`src/rtl/ndn_content_producer.sv`:
```
// NDN content producer: a small content store looked up by longest matching
// name prefix; a hit streams a counted burst of seed-derived payload bytes.
module ndn_content_producer #(
  parameter int ENTRIES = 4
) (
  input  logic                         clk,
  input  logic                         rst,
  input  logic                         ready_for_data,
  input  logic [63:0]                  longest_matching_prefix,
  input  logic [5:0]                   longest_matching_prefix_len,
  input  logic                         cfg_we,
  input  logic [$clog2(ENTRIES)-1:0]   cfg_idx,
  input  logic [63:0]                  cfg_prefix,
  input  logic [5:0]                   cfg_len,
  input  logic [7:0]                   cfg_count,
  input  logic [7:0]                   cfg_seed,
  output logic                         data_ready,
  output logic [63:0]                  data_in_prefix,
  output logic [5:0]                   data_in_len,
  output logic [7:0]                   in_data,
  output logic                         busy,
  output logic [15:0]                  hit_cnt,
  output logic [15:0]                  miss_cnt
);

  localparam int IW = $clog2(ENTRIES);

  typedef enum logic [1:0] {IDLE, LOOKUP, SEND, WAIT_DROP} state_t;

  state_t        state_q, state_d;
  logic          st_valid_q  [ENTRIES];
  logic          st_valid_d  [ENTRIES];
  logic [63:0]   st_prefix_q [ENTRIES];
  logic [63:0]   st_prefix_d [ENTRIES];
  logic [5:0]    st_len_q    [ENTRIES];
  logic [5:0]    st_len_d    [ENTRIES];
  logic [7:0]    st_count_q  [ENTRIES];
  logic [7:0]    st_count_d  [ENTRIES];
  logic [7:0]    st_seed_q   [ENTRIES];
  logic [7:0]    st_seed_d   [ENTRIES];

  logic [63:0]   req_prefix_q, req_prefix_d;
  logic [5:0]    req_len_q, req_len_d;
  logic [63:0]   w_prefix_q, w_prefix_d;
  logic [5:0]    w_len_q, w_len_d;
  logic [7:0]    w_count_q, w_count_d;
  logic [7:0]    w_seed_q, w_seed_d;
  logic [7:0]    k_q, k_d;
  logic [15:0]   hit_cnt_q, hit_cnt_d;
  logic [15:0]   miss_cnt_q, miss_cnt_d;
  logic          data_ready_q, data_ready_d;
  logic [63:0]   data_in_prefix_q, data_in_prefix_d;
  logic [5:0]    data_in_len_q, data_in_len_d;
  logic [7:0]    in_data_q, in_data_d;
  logic          busy_q, busy_d;

  logic          match_s [ENTRIES];
  logic          hit_s;
  logic [IW-1:0] best_s;
  logic [5:0]    best_len_s;

  // Longest-prefix selection over registered store contents; strict '>' keeps ties on the lowest index.
  always_comb begin
    hit_s      = 1'b0;
    best_s     = '0;
    best_len_s = 6'd0;
    for (int i = 0; i < ENTRIES; i++) begin
      match_s[i] = st_valid_q[i] && (st_len_q[i] <= req_len_q) &&
                   (((st_prefix_q[i] ^ req_prefix_q) &
                     ~(64'hFFFF_FFFF_FFFF_FFFF >> st_len_q[i])) == 64'd0);
      best_s     = (match_s[i] && (!hit_s || (st_len_q[i] > best_len_s))) ? IW'(i) : best_s;
      best_len_s = (match_s[i] && (!hit_s || (st_len_q[i] > best_len_s))) ? st_len_q[i] : best_len_s;
      hit_s      = hit_s | match_s[i];
    end
  end

  // Next-state, store write, counters and registered output values.
  always_comb begin
    state_d          = state_q;
    st_valid_d       = st_valid_q;
    st_prefix_d      = st_prefix_q;
    st_len_d         = st_len_q;
    st_count_d       = st_count_q;
    st_seed_d        = st_seed_q;
    req_prefix_d     = req_prefix_q;
    req_len_d        = req_len_q;
    w_prefix_d       = w_prefix_q;
    w_len_d          = w_len_q;
    w_count_d        = w_count_q;
    w_seed_d         = w_seed_q;
    k_d              = k_q;
    hit_cnt_d        = hit_cnt_q;
    miss_cnt_d       = miss_cnt_q;
    data_ready_d     = 1'b0;
    data_in_prefix_d = 64'd0;
    data_in_len_d    = 6'd0;
    in_data_d        = 8'd0;

    if (cfg_we) begin
      st_valid_d[cfg_idx]  = (cfg_count != 8'd0);
      st_prefix_d[cfg_idx] = cfg_prefix;
      st_len_d[cfg_idx]    = cfg_len;
      st_count_d[cfg_idx]  = cfg_count;
      st_seed_d[cfg_idx]   = cfg_seed;
    end else begin
      st_valid_d = st_valid_q;
    end

    case (state_q)
      IDLE: begin
        if (ready_for_data) begin
          req_prefix_d = longest_matching_prefix;
          req_len_d    = longest_matching_prefix_len;
          state_d      = LOOKUP;
        end else begin
          state_d = IDLE;
        end
      end
      LOOKUP: begin
        if (!ready_for_data) begin
          state_d = IDLE;
        end else if (hit_s) begin
          w_prefix_d = st_prefix_q[best_s];
          w_len_d    = st_len_q[best_s];
          w_count_d  = st_count_q[best_s];
          w_seed_d   = st_seed_q[best_s];
          k_d        = 8'd0;
          hit_cnt_d  = (hit_cnt_q == 16'hFFFF) ? hit_cnt_q : hit_cnt_q + 16'd1;
          state_d    = SEND;
        end else begin
          miss_cnt_d = (miss_cnt_q == 16'hFFFF) ? miss_cnt_q : miss_cnt_q + 16'd1;
          state_d    = WAIT_DROP;
        end
      end
      SEND: begin
        if (!ready_for_data) begin
          state_d = IDLE;
        end else begin
          data_ready_d     = 1'b1;
          data_in_prefix_d = w_prefix_q;
          data_in_len_d    = w_len_q;
          in_data_d        = w_seed_q + k_q;
          k_d              = k_q + 8'd1;
          state_d          = (k_q == w_count_q - 8'd1) ? WAIT_DROP : SEND;
        end
      end
      WAIT_DROP: begin
        if (!ready_for_data) begin
          state_d = IDLE;
        end else begin
          state_d = WAIT_DROP;
        end
      end
      default: state_d = IDLE;
    endcase

    busy_d = (state_d == LOOKUP) || (state_d == SEND);
  end

  // All state registers; reset clears the store, working copy, counters and outputs.
  always_ff @(posedge clk) begin
    if (!rst) begin
      state_q          <= IDLE;
      for (int i = 0; i < ENTRIES; i++) begin
        st_valid_q[i]  <= 1'b0;
        st_prefix_q[i] <= 64'd0;
        st_len_q[i]    <= 6'd0;
        st_count_q[i]  <= 8'd0;
        st_seed_q[i]   <= 8'd0;
      end
      req_prefix_q     <= 64'd0;
      req_len_q        <= 6'd0;
      w_prefix_q       <= 64'd0;
      w_len_q          <= 6'd0;
      w_count_q        <= 8'd0;
      w_seed_q         <= 8'd0;
      k_q              <= 8'd0;
      hit_cnt_q        <= 16'd0;
      miss_cnt_q       <= 16'd0;
      data_ready_q     <= 1'b0;
      data_in_prefix_q <= 64'd0;
      data_in_len_q    <= 6'd0;
      in_data_q        <= 8'd0;
      busy_q           <= 1'b0;
    end else begin
      state_q          <= state_d;
      st_valid_q       <= st_valid_d;
      st_prefix_q      <= st_prefix_d;
      st_len_q         <= st_len_d;
      st_count_q       <= st_count_d;
      st_seed_q        <= st_seed_d;
      req_prefix_q     <= req_prefix_d;
      req_len_q        <= req_len_d;
      w_prefix_q       <= w_prefix_d;
      w_len_q          <= w_len_d;
      w_count_q        <= w_count_d;
      w_seed_q         <= w_seed_d;
      k_q              <= k_d;
      hit_cnt_q        <= hit_cnt_d;
      miss_cnt_q       <= miss_cnt_d;
      data_ready_q     <= data_ready_d;
      data_in_prefix_q <= data_in_prefix_d;
      data_in_len_q    <= data_in_len_d;
      in_data_q        <= in_data_d;
      busy_q           <= busy_d;
    end
  end

  assign data_ready     = data_ready_q;
  assign data_in_prefix = data_in_prefix_q;
  assign data_in_len    = data_in_len_q;
  assign in_data        = in_data_q;
  assign busy           = busy_q;
  assign hit_cnt        = hit_cnt_q;
  assign miss_cnt       = miss_cnt_q;

endmodule

```
`config.mk`:
```
export PLATFORM = sky130hd
export DESIGN_NAME = ndn_content_producer
export DESIGN_NICKNAME = d
export VERILOG_FILES = /design/src/rtl/ndn_content_producer.sv
export SDC_FILE = /design/constraint.sdc
export NUM_CORES = 2
export LEC_CHECK = 0
export ABC_AREA = 0
export CAP_MARGIN = 20
export CORE_MARGIN = 2
export CORE_UTILIZATION = 53
export CTS_BUF_LIST = sky130_fd_sc_hd__clkbuf_16
export DETAILED_ROUTE_END_ITERATION = 10
export HOLD_SLACK_MARGIN = 0.05
export PLACE_DENSITY = 0.77
export RECOVER_POWER = 50
export SLEW_MARGIN = 25
export SYNTH_ARGS = -nofsm -noshare
export SYNTH_HDL_FRONTEND = slang
export SYNTH_SLANG_ARGS = --single-unit
```
`constraint.sdc`:
```
create_clock -name clk -period 8.59 [get_ports clk]
set_input_delay 0.859 -clock clk [delete_from_list [all_inputs] [get_ports clk]]
set_output_delay 0.859 -clock clk [all_outputs]
set_load 0.03 [all_outputs]
```
==> results.cfg <==
[floorplanning]
core_area_sq_um = 57700
initial_core_util = 0.536
io_pins = 274
floorplan.die.height_um = 246
die_x_um = 246
die_area_sq_um = 60300
rows = 88

[logic_synthesis]
ys_seq_elements = 625
synth_fp_nets = 4178
synth_flop_cell = dfxtp_1
synth-edff-count = 0
ys_seq_area_frac = 0.404
syn_area_sq_um = 30900
yosysWarnings = 0
synth.avg_cell_area_sq_um = 7.81
async_flop_share = 0
synth.distinct_cells = 84
syn_inst = 3962

[cts]
insertion_delay_ps = 630
cts_buffers = 67
root_buffer = clkbuf_16
htree_levels = 3
cts_tree = done
cts.sinks = 625
clkSlewWorstSetupHoldPaths_ps = 60
cts_hold_buf = 0
clockBufferDepth = 3

[setup_path]
cp_max_fo = 34
crit_type = flop to flop
cpMaxStageDelayCell = a2111o_1
crit_top_cell = o21a_1
required_ps = 9120
arrival_ps = 8890
cp-end-kind = flop
startpoint_type = flop
cp_slowest_stage_delay_ps = 440
worst-r2r-cell-count = 39

[global_route]
met3_usage = 0.0703
antenna_found_initial = 11
grt_max_degree = 204
grt-ovfl-total = 0
grt_pass1_vias = 27500
grt_usage = 0.365
top_usage_layer = met2
grt.met2_usage = 0.567
grt_first_pass_wirelength_um = 169000
met1_usage = 0.487

[timing]
period_needed_ps = 8360
holdWs_ps = 448
min_period_over_period = 0.973
skew_ps = 26.3
tightest_slew_ps = 4550
finalHoldViolCount = 0
setup_viol = 0
slew_viol_final = 395
fmax_mhz = 120
slew_headroom = -2.03

[layout]
drive_above_1_share = 0.0712
nNetsFinal = 4309
syn_to_final_growth_pct = 18.7
fill_cells = 4981
design_area_sq_um = 36700

[run]
cap_violations = 3

[run_status]
violations = capacitance limit, slew limit
status = finished with violations

[power_and_ir_drop]
leakage_uw = 0.0132
powerDensity_nw_per_um2 = 187
ir_drop_uv = 135

[drt]
drc = 0
vias = 30000
post_drt_wl_per_cell_um = 23.1
drt_iter0_markers = 3953
detail-route-antenna-nets = 0
wl_um = 113000
dr.pass1.iters = 8
vias_per_cell = 6.11

[worst_hold_path]
hp-class = flop to flop
timing.hold.worst_path_depth = 1

[placement]
hpwl_um = 76200
numPortBuffers = 272
finalWeightedCongestion = 1.05
placed_cell_area_sq_um = 34400
[logic make-up (layout without fill, tap and decap cells)]
group           Yosys count  in the layout  synth area share
simple gates           1532           1532             0.215
compound gates          981            981             0.195
flops                   625            625             0.404
buf+inv                 384            563            0.0496
xor+xnor                285            285            0.0807
mux                      99             99            0.0323
fa+ha+maj                56             56            0.0227
other cells               0              8                 0
[worst paths after layout]
kind / start / to / slack (ps)
max: st_len_q[20] / w_prefix_q[44] / 230
min: w_prefix_q[2] / data_in_prefix[2] / 450
max reg2reg: st_len_q[20] / w_prefix_q[44] / 230
min reg2reg: w_prefix_q[2] / data_in_prefix[2] / 450
[power breakdown]
group / internal [uW] / switching (uW) / total [uW]
Combinational: 347 / 606 / 953
Sequential: 2990 / 101 / 3090
Clock: 1590 / 1220 / 2820
[through the flow]
| step | setup TNS (ps) | cells | total power (uW) | util | worst slack, ps |
|---|---|---|---|---|---|
| floorplan | 0 | 3962 | 3640 | - | 130 |
| global placement | 0 | 4784 | 4040 | 0.597 | 68.0 |
| detailed placement | 0 | 4784 | 4050 | 0.597 | 25.9 |
| CTS | 0 | 4901 | 6820 | 0.633 | 8.34 |
| global route | -3270 | 4910 | 7040 | 0.636 | -103 |
| finish | 0 | 4914 | 6860 | 0.637 | 229 |
[critical path: cells and delay by family, from the launching register on]
kind | cells | cell delay [ps]
AO/OA/AOI/OAI | 21 | 4000
flip-flops | 1 | 370
adder cells (fa/ha/maj) | 3 | 870
multiplexers | 2 | 660
AND/OR/NAND/NOR | 7 | 1160
buffers and inverters | 6 | 1130
[sequential cells by signal (all words and copies together) (netlist names), 6 cells and up]
name	cells
w_len_q	6
in_data	8
w_seed_q	8
hit_cnt	16
w_prefix_q	64
req_len_q	6
st_count_q	32
miss_cnt	16
st_len_q	24
w_count_q	8
k_q	8
req_prefix_q	63
data_in_prefix	64
st_seed_q	32
data_in_len	6
st_prefix_q	256
[synth_stat cells, types with 8 or more instances]
cell type	number	area [sq um]
nand2b_1	9	56.3
o21a_1	21	158
or4_1	15	113
inv_1	45	169
a21o_1	10	75.1
o21ai_1	12	60.1
clkbuf_1	274	1030
a22oi_1	12	90.1
o21ai_0	161	806
nor3_1	28	140
a31oi_1	21	131
or2_1	84	526
nor2b_1	12	75.1
ha_1	53	663
or3_1	14	87.6
nand2_1	1061	3980
nor2_1	94	353
a41oi_2	19	309
mux2i_1	92	921
o22ai_1	20	125
xor2_1	122	1070
nand3_1	44	220
a21oi_1	513	2570
xnor2_1	163	1430
dfxtp_1	625	12500
and3_1	16	100
o31ai_1	12	90.1
buf_2	23	115
a211oi_1	14	105
a41oi_1	65	569
and2_1	86	538
buf_1	30	113
nand4_1	32	200
nor4_1	12	75.1
a211o_1	8	70.1
[layer usage]
layer | up-vias | part of all wire
li1 | 13700 | -
met1 | 14300 | 0.40
met2 | 1711 | 0.45
met3 | 314 | 0.10
met4 | 6 | 0.049
met5 | - | 0.00036
[placed cells by master, fill, tap and decap left out, types with 9 or more instances in the layout]
cell type,instances
o21ai_1,15
nor2b_1,12
buf_4,111
a21oi_1,511
and3_1,15
o31ai_1,11
mux2i_1,90
clkdlybuf4s50_1,159
or2_1,83
a41oi_1,64
or4_1,14
nand3_1,43
clkbuf_16,68
nor3_1,27
o21ai_0,158
buf_12,13
dlygate4sd3_1,112
nor2_1,88
nand2b_1,9
dfxtp_1,621
a22oi_1,12
clkinv_1,15
ha_1,53
and2_1,85
o22ai_1,19
a31oi_1,21
a211oi_1,14
nand2_1,1059
nand4_1,32
xnor2_1,163
nor4_1,12
inv_1,56
or3_1,14
a21o_1,10
xor2_1,121
a41oi_2,20
o21a_1,21
[layout make-up]
cell class	count	area, sq um	share of cell area
Inverter	46	173	0.00470
Multi-Input combinational cell	2953	17100	0.466
Clock inverter	49	382	0.0104
Clock buffer	68	1700	0.0463
Sequential cell	625	12500	0.341
Timing Repair Buffer	400	3840	0.105
Antenna cell	8	20.0	0.000545
Tap cell	765	957	0.0261
[what timing repair did]
action | in CTS | in global routing
pin swaps | 0 | 3
gates cloned | 0 | 0
endpoints found under the setup margin | 19 | 86
buffers inserted | 0 | 5
gates resized for setup | 1 | 34
Power figures use the tool's default switching activity.
